## config.mk

```make
export PLATFORM = sky130hd
export DESIGN_NAME = pixel_frame_packer_flat
export DESIGN_NICKNAME = d
export VERILOG_FILES = /design/src/rtl/pixel_frame_packer_if.sv /design/src/rtl/pixel_frame_packer.sv /design/src/flat_wrapper.sv
export SDC_FILE = /design/constraint.sdc
export NUM_CORES = 1
export LEC_CHECK = 0
export ABC_AREA = 1
export CAP_MARGIN = 10
export CORE_MARGIN = 2
export CORE_UTILIZATION = 29
export CTS_CLUSTER_DIAMETER = 150
export DETAILED_ROUTE_END_ITERATION = 8
export SYNTH_ARGS = -nofsm -noshare
export SYNTH_HDL_FRONTEND = slang
export SYNTH_SLANG_ARGS = --single-unit
```

## constraint.sdc

```tcl
create_clock -name clk -period 1.9 [get_ports clk]
set_input_delay 0.19 -clock clk [delete_from_list [all_inputs] [get_ports clk]]
set_output_delay 0.19 -clock clk [all_outputs]
set_load 0.01 [all_outputs]
```

## src/rtl/pixel_frame_packer_if.sv

```systemverilog
// ----------------------------------------------------------------------------
// pixel_frame_packer_if
//
// Bundles the two streaming handshakes around the pixel frame packer:
//   * pixel stream  : pix_in[7:0], pix_valid, pix_ready
//   * word stream   : word_out[31:0], word_valid, word_ready,
//                     word_sof, word_eol, word_eof
//
// Modports:
//   master - the surrounding system: sources pixels and sinks packed words.
//   slave  - the packer itself: sinks pixels and sources packed words.
// ----------------------------------------------------------------------------
interface pixel_frame_packer_if;

  // Pixel stream from the processing stage
  logic [7:0]  pix_in;
  logic        pix_valid;
  logic        pix_ready;

  // Packed word stream towards the memory/bus writer
  logic [31:0] word_out;
  logic        word_valid;
  logic        word_ready;
  logic        word_sof;
  logic        word_eol;
  logic        word_eof;

  modport master (
    output pix_in,
    output pix_valid,
    input  pix_ready,
    input  word_out,
    input  word_valid,
    output word_ready,
    input  word_sof,
    input  word_eol,
    input  word_eof
  );

  modport slave (
    input  pix_in,
    input  pix_valid,
    output pix_ready,
    output word_out,
    output word_valid,
    input  word_ready,
    output word_sof,
    output word_eol,
    output word_eof
  );

endinterface

```

## src/rtl/pixel_frame_packer.sv

```systemverilog
// ----------------------------------------------------------------------------
// pixel_frame_packer
//
// Frames a fixed IMG_W x IMG_H image arriving as an 8-bit pixel stream and
// packs every four consecutive pixels into one 32-bit word (first pixel in
// [7:0], fourth in [31:24]). Each word carries start-of-frame, end-of-line
// and end-of-frame tags. Capture is single-shot (return to IDLE after one
// frame) or continuous (re-arm automatically) depending on CONTINUOUS.
//
// Parameters:
//   IMG_W       pixels per line, multiple of 4, >= 4
//   IMG_H       lines per frame, >= 1
//   CONTINUOUS  1 = re-arm after each frame, 0 = single frame per start
//
// Ports:
//   clk          processing clock
//   resetn       synchronous active-low reset
//   start        capture request, only honoured in IDLE
//   bus          slave side of pixel_frame_packer_if (pixel in, word out)
//   busy         high whenever the FSM is not in IDLE
//   frame_done   one-cycle pulse the cycle after the eof word handshakes
//   frame_count  completed frames, wraps at 16 bits
// ----------------------------------------------------------------------------
module pixel_frame_packer #(
  parameter int IMG_W      = 32,
  parameter int IMG_H      = 32,
  parameter bit CONTINUOUS = 1'b0
) (
  input  logic                 clk,
  input  logic                 resetn,
  input  logic                 start,
  pixel_frame_packer_if.slave  bus,
  output logic                 busy,
  output logic                 frame_done,
  output logic [15:0]          frame_count
);

  // --------------------------------------------------------------------------
  // Geometry
  // --------------------------------------------------------------------------
  // col holds the column of the first pixel of the word being assembled, so
  // it always steps by 4 and its two LSBs stay zero.
  localparam int COL_W = $clog2(IMG_W);
  localparam int ROW_W = (IMG_H > 1) ? $clog2(IMG_H) : 1;

  localparam logic [COL_W-1:0] COL_LAST = COL_W'(IMG_W - 4);
  localparam logic [COL_W-1:0] COL_STEP = COL_W'(4);
  localparam logic [ROW_W-1:0] ROW_LAST = ROW_W'(IMG_H - 1);

  typedef enum logic [1:0] {
    S_IDLE,
    S_CAPTURE,
    S_DRAIN
  } state_t;

  state_t             state_q;
  state_t             state_d;

  logic [1:0]         lane_q;
  logic [COL_W-1:0]   col_q;
  logic [ROW_W-1:0]   row_q;
  logic [2:0][7:0]    staging_q;

  logic [31:0]        word_q;
  logic               word_valid_q;
  logic               word_sof_q;
  logic               word_eol_q;
  logic               word_eof_q;

  logic               pix_ready_c;
  logic               out_free;
  logic               pix_fire;
  logic               word_fire;
  logic               capture_fire;
  logic               form_word;
  logic               at_sof;
  logic               at_eol;
  logic               at_eof;

  // --------------------------------------------------------------------------
  // Handshake qualifiers
  // --------------------------------------------------------------------------
  assign out_free     = !word_valid_q || bus.word_ready;
  assign pix_fire     = bus.pix_valid && pix_ready_c;
  assign word_fire    = word_valid_q && bus.word_ready;
  assign capture_fire = (state_q == S_CAPTURE) && pix_fire;
  assign form_word    = capture_fire && (lane_q == 2'd3);

  // Position tags of the word currently being completed
  assign at_sof = (col_q == '0) && (row_q == '0);
  assign at_eol = (col_q == COL_LAST);
  assign at_eof = at_eol && (row_q == ROW_LAST);

  // --------------------------------------------------------------------------
  // FSM: state register
  // --------------------------------------------------------------------------
  // NOTE: every clocked process uses non-blocking assignments so all
  // registers update from the same pre-edge values, independent of the
  // order in which the simulator evaluates the processes.
  always_ff @(posedge clk) begin
    if (!resetn) begin
      state_q <= S_IDLE;
    end else begin
      state_q <= state_d;
    end
  end

  // --------------------------------------------------------------------------
  // FSM: next-state logic
  // --------------------------------------------------------------------------
  // NOTE: the default assignment at the top of each combinational process
  // guarantees every path drives every output, so no latch is inferred.
  always_comb begin
    state_d = state_q;
    case (state_q)
      S_IDLE: begin
        if (start) begin
          state_d = S_CAPTURE;
        end
      end
      S_CAPTURE: begin
        if (form_word && at_eof) begin
          state_d = S_DRAIN;
        end
      end
      S_DRAIN: begin
        // The only word that can be pending here is the eof word.
        if (word_fire) begin
          state_d = CONTINUOUS ? S_CAPTURE : S_IDLE;
        end
      end
      default: begin
        state_d = S_IDLE;
      end
    endcase
  end

  // --------------------------------------------------------------------------
  // FSM: output logic
  // --------------------------------------------------------------------------
  // In CAPTURE the fourth pixel can only be taken when the output slot is
  // free this cycle; this makes pix_ready combinationally depend on
  // word_ready, which keeps the stream bubble-free under full throughput.
  always_comb begin
    pix_ready_c = 1'b0;
    busy        = 1'b1;
    case (state_q)
      S_IDLE: begin
        pix_ready_c = 1'b1;   // swallow pixels so upstream never stalls
        busy        = 1'b0;
      end
      S_CAPTURE: begin
        pix_ready_c = (lane_q != 2'd3) || out_free;
      end
      S_DRAIN: begin
        pix_ready_c = 1'b0;
      end
      default: begin
        pix_ready_c = 1'b0;
        busy        = 1'b0;
      end
    endcase
  end

  assign bus.pix_ready = pix_ready_c;

  // --------------------------------------------------------------------------
  // Lane / column / row counters
  // --------------------------------------------------------------------------
  // Counters wrap back to zero on the eof word, so they are already cleared
  // when the FSM returns to IDLE or re-arms in continuous mode.
  always_ff @(posedge clk) begin
    if (!resetn) begin
      lane_q <= 2'd0;
      col_q  <= '0;
      row_q  <= '0;
    end else if (capture_fire) begin
      lane_q <= lane_q + 2'd1;
      if (lane_q == 2'd3) begin
        if (at_eol) begin
          col_q <= '0;
          row_q <= (row_q == ROW_LAST) ? '0 : row_q + ROW_W'(1);
        end else begin
          col_q <= col_q + COL_STEP;
        end
      end
    end
  end

  // --------------------------------------------------------------------------
  // Staging register for pixels 0..2 of the current group
  // --------------------------------------------------------------------------
  // NOTE: the staging bytes are deliberately left out of reset; a partial
  // group is discarded by clearing lane_q, and every byte is rewritten
  // before it can ever reach word_out.
  always_ff @(posedge clk) begin
    if (capture_fire) begin
      case (lane_q)
        2'd0:    staging_q[0] <= bus.pix_in;
        2'd1:    staging_q[1] <= bus.pix_in;
        2'd2:    staging_q[2] <= bus.pix_in;
        default: staging_q    <= staging_q;
      endcase
    end
  end

  // --------------------------------------------------------------------------
  // Output slot
  // --------------------------------------------------------------------------
  // A new word may load in the same cycle the previous one is accepted,
  // in which case word_valid simply stays high.
  always_ff @(posedge clk) begin
    if (!resetn) begin
      word_q       <= 32'd0;
      word_valid_q <= 1'b0;
      word_sof_q   <= 1'b0;
      word_eol_q   <= 1'b0;
      word_eof_q   <= 1'b0;
    end else if (form_word) begin
      word_q       <= {bus.pix_in, staging_q[2], staging_q[1], staging_q[0]};
      word_valid_q <= 1'b1;
      word_sof_q   <= at_sof;
      word_eol_q   <= at_eol;
      word_eof_q   <= at_eof;
    end else if (word_fire) begin
      word_valid_q <= 1'b0;
    end
  end

  assign bus.word_out   = word_q;
  assign bus.word_valid = word_valid_q;
  assign bus.word_sof   = word_sof_q;
  assign bus.word_eol   = word_eol_q;
  assign bus.word_eof   = word_eof_q;

  // --------------------------------------------------------------------------
  // Frame completion
  // --------------------------------------------------------------------------
  always_ff @(posedge clk) begin
    if (!resetn) begin
      frame_done  <= 1'b0;
      frame_count <= 16'd0;
    end else begin
      frame_done <= 1'b0;
      if ((state_q == S_DRAIN) && word_fire) begin
        frame_done  <= 1'b1;
        frame_count <= frame_count + 16'd1;
      end
    end
  end

endmodule

```

## src/flat_wrapper.sv

```systemverilog
// flat-port wrapper written by rule: the top's interface ports become plain ports
module pixel_frame_packer_flat 
#(
  parameter int IMG_W      = 32,
  parameter int IMG_H      = 32,
  parameter bit CONTINUOUS = 1'b0
)
  (clk, resetn, start, busy, frame_done, frame_count, bus_pix_in, bus_pix_valid, bus_pix_ready, bus_word_out, bus_word_valid, bus_word_ready, bus_word_sof, bus_word_eol, bus_word_eof);
  pixel_frame_packer_if bus_i ();
  input  logic clk;
  input  logic resetn;
  input  logic start;
  output logic busy;
  output logic frame_done;
  output logic [15:0] frame_count;
  input wire logic [$bits(bus_i.pix_in)-1:0] bus_pix_in;
  input wire logic [$bits(bus_i.pix_valid)-1:0] bus_pix_valid;
  output wire logic [$bits(bus_i.pix_ready)-1:0] bus_pix_ready;
  output wire logic [$bits(bus_i.word_out)-1:0] bus_word_out;
  output wire logic [$bits(bus_i.word_valid)-1:0] bus_word_valid;
  input wire logic [$bits(bus_i.word_ready)-1:0] bus_word_ready;
  output wire logic [$bits(bus_i.word_sof)-1:0] bus_word_sof;
  output wire logic [$bits(bus_i.word_eol)-1:0] bus_word_eol;
  output wire logic [$bits(bus_i.word_eof)-1:0] bus_word_eof;
  assign bus_i.pix_in = bus_pix_in;
  assign bus_i.pix_valid = bus_pix_valid;
  assign bus_pix_ready = bus_i.pix_ready;
  assign bus_word_out = bus_i.word_out;
  assign bus_word_valid = bus_i.word_valid;
  assign bus_i.word_ready = bus_word_ready;
  assign bus_word_sof = bus_i.word_sof;
  assign bus_word_eol = bus_i.word_eol;
  assign bus_word_eof = bus_i.word_eof;
  pixel_frame_packer #(.IMG_W(IMG_W), .IMG_H(IMG_H), .CONTINUOUS(CONTINUOUS)) u_core (.clk(clk), .resetn(resetn), .start(start), .bus(bus_i), .busy(busy), .frame_done(frame_done), .frame_count(frame_count));
endmodule
```

==> impl_metrics.yaml <==
timing:
  finalHoldViolCount: 0
  setup_viol: 0
  clock_skew_ns: 0.00566
  slew_headroom: 0.642
  hold_ws_ns: 0.469
  max_freq_mhz: 555
  final_max_slew_viol_count: 0
  layout_min_cycle_time_ns: 1.80
  fin_crit_sh: 0.948
  rsz0062_at_grt: "no"
  tightest_slew_ns: 0.536
floorplanning:
  core_area_sq_um: 12100
  dieArea_sq_um: 13300
  initial_core_util: 0.297
  die_h_um: 115
  ios: 68
  num_rows: 40
  fp.dieW_um: 115
global_routing:
  grt_pass1_wl_um: 13300
  grt_pass1_vias: 2706
  grt_usage: 0.130
  grt_max_degree: 49
  grt-ovfl-total: 0
  antenna_found_initial: 0
clock_network:
  cts_tree: "yes"
  cts_setup_buffers: 0
  cts.sinks: 89
  clock_latency_ns: 0.33
  root_buffer: "clkbuf_16"
  cts.clk_slew.worst_paths_ns: 0.07
  clk_path_buf_depth: 2
  cts_inserted_buffers: 9
  htree_num_levels: 3
synthesis:
  synth_fa_ha_area_frac: 0.0523
  synth_simple_gate_area_frac: 0.212
  synth_cells: 406
  ys_ff_latch: 89
  synth_compound_area_frac: 0.104
  muxShareOfSynthArea: 0
  synth-seq-area-share: 0.564
  yosysUniqueCellTypes: 31
  syn-cell-area_sq_um: 3590
  synth_top_family_by_area: "simple AND/OR/NAND/NOR gates"
  avgSynthCellArea_sq_um: 8.84
  yosysWarningCount: 0
  syn-num-nets: 434
  yosys.area_share.xor_xnor: 0.00977
placed_design:
  routabilityCongestion: 0.796
  portBuffers: 67
  dpl.hpwl_um: 5730
pwr:
  leakagePower_nw: 1.87
  peakVddDrop_v: 0.000514
  power.density_nw_per_um2: 906
cells_and_area:
  post-route-util: 0.396
  area_growth_pct: 33.2
  antenna_cells: 0
  drive_above_1_share: 0.0784
  finalNetCount: 508
critical_path:
  path_max_fanout: 4
  cp.required_ns: 1.71
  critPathKind: "register to primary output"
  r2r_start: "u_core.state_q[0]$_SDFFE_PN0P_"
  worstSetupEndpointType: "primary output"
  critPathLaunchType: "register"
  arrival_ns: 1.61
  r2r_end: "u_core.frame_count[13]$_SDFFE_PN0P_"
  rr_worst_depth: 9
  rrSetupSlack_ns: 0.19
worst_hold_path:
  hold_path.class: "register to register"
  hold_path_startpoint: "u_core.staging_q[3]$_DFFE_PP_"
  hold_depth: 2
  hold_end: "u_core.bus.word_out[3]$_SDFFE_PN0P_"
status:
  outcome: "completed"
drt:
  vias_per_cell: 4.37
  drt_iter0_drc: 150
  drc: 0
  wl_per_cell_um: 12.6
  drtAntennaViolNets: 0
  routed_wl_um: 8230
  vias: 2854
  dr.pass1.iters: 4
flow_run:
  drv_cap: 0
-- power breakdown --
| group | total, mW | switching, mW | internal [mW] |
|---|---|---|---|
| logic | 0.483 | 0.291 | 0.192 |
| clock network | 1.80 | 0.759 | 1.04 |
| registers | 2.05 | 0.0326 | 2.02 |
-- critical path, stage by stage (launching register included) --
cell	delay [ns]
dfxtp_1	0.39
inv_1	0.08
ha_1	0.28
clkdlybuf4s50_1	0.53
-- synthesized netlist by cell type (all sizes together) --
| cell | number | share of area |
|---|---|---|
| a211oi | 1 | 0.0021 |
| a21oi | 23 | 0.034 |
| a31oi | 1 | 0.0017 |
| buf | 8 | 0.014 |
| clkbuf | 5 | 0.0052 |
| dfxtp | 65 | 0.36 |
| edfxtp | 24 | 0.20 |
| ha | 15 | 0.052 |
| inv | 37 | 0.039 |
| nand2 | 53 | 0.059 |
| nand3 | 14 | 0.021 |
| nand3b | 3 | 0.0063 |
| nand4 | 4 | 0.0070 |
| nor2 | 97 | 0.11 |
| nor3 | 5 | 0.0070 |
| nor3b | 1 | 0.0021 |
| o211a | 1 | 0.0028 |
| o21a | 1 | 0.0021 |
| o21ai | 44 | 0.061 |
| xnor2 | 1 | 0.0024 |
| xor2 | 3 | 0.0073 |
-- worst max path at each step --
| stage | endpoint | depth (start not counted) | startpoint | slack, ns |
|---|---|---|---|---|
| 2_1_floorplan | u_core.staging_q[0]$_DFFE_PP_ | 6 | u_core.lane_q[0]$_SDFFE_PN0N_ | 0.27 |
| 3_3_place_gp | u_core.col_q[3]$_SDFFE_PN0P_ | 10 | bus_word_ready | -0.04 |
| 3_5_place_dp | u_core.col_q[3]$_SDFFE_PN0P_ | 10 | bus_word_ready | -0.08 |
| 4_1_cts | u_core.col_q[3]$_SDFFE_PN0P_ | 9 | u_core.state_q[0]$_SDFFE_PN0P_ | 0.05 |
| 5_1_grt | u_core.frame_count[13]$_SDFFE_PN0P_ | 9 | u_core.state_q[0]$_SDFFE_PN0P_ | 0.02 |
| 6_report | busy | 3 | u_core.state_q[0]$_SDFFE_PN0P_ | 0.1 |
-- routing by layer --
metal / GRT usage / routed length (um) / up-vias
li1: - / - / 1468
met1: 0.164 / 3730 / 1323
met2: 0.208 / 3930 / 53
met3: 0.0374 / 411 / 10
met4: 0.0562 / 153 / 0
met5: 0 / 0 / -
-- flip-flops by register name, indices dropped and copies added, names as in the netlist, 2 cells and up --
register and flops:
u_core.bus.word_out 32, u_core.state_q 2, u_core.col_q 3, u_core.staging_q 24, u_core.frame_count 16, u_core.lane_q 2, u_core.row_q 5
-- final cells by class --
class | instances | area (sq um)
fill | 1212 | 7280
sequential | 89 | 2020
multi-input combinational | 267 | 1360
timing repair buffer | 76 | 737
clock buffer | 10 | 229
tap | 168 | 210
inverter | 37 | 141
clock inverter | 6 | 75.1
-- logic make-up (layout without fill, tap and decap cells) --
| group | Yosys count | after routing |
|---|---|---|
| buf+inv | 50 | 129 |
| compound gates | 71 | 71 |
| simple gates | 177 | 177 |
| fa+ha+maj | 15 | 15 |
| flops | 89 | 89 |
| xor+xnor | 4 | 4 |
-- cell usage in the layout (no fill, tap or decap), types with 2 or more instances in the layout --
cell,netlist,layout
clkbuf_16,0,9
nand2_1,50,50
inv_2,3,2
a21oi_1,21,21
buf_4,0,9
nor3_1,5,5
dfxtp_1,65,65
clkinv_4,0,2
a21oi_2,2,2
nor2_4,1,2
clkdlybuf4s50_1,0,66
nor2_2,2,2
nand2_2,2,2
nand3b_1,3,3
inv_1,34,34
xor2_1,3,3
edfxtp_1,24,24
nand4_1,4,4
nor2_1,93,92
o21ai_0,44,44
ha_1,15,15
nand3_1,13,13
-- stage by stage --
stage	total power [mW]	setup WS [ns]	TNS, ns	cells	instance area (sq um)
6_report	4.33	0.0982	0	653	4780
3_3_place_gp	2.57	-0.0399	-0.0534	637	4470
4_1_cts	4.39	0.0532	0	653	4770
5_1_grt	4.53	0.0183	0	653	4780
2_1_floorplan	2.39	0.271	0	406	3590
3_5_place_dp	2.59	-0.0757	-0.307	637	4470
-- timing repair --
| item | in CTS | in global routing |
|---|---|---|
| endpoints found under the hold margin | 0 | 0 |
| setup endpoints to repair | 1 | 38 |
| hold buffers | 0 | 0 |
| gates resized for setup | 1 | 4 |
No activity file was read; power rests on OpenSTA's default activity.
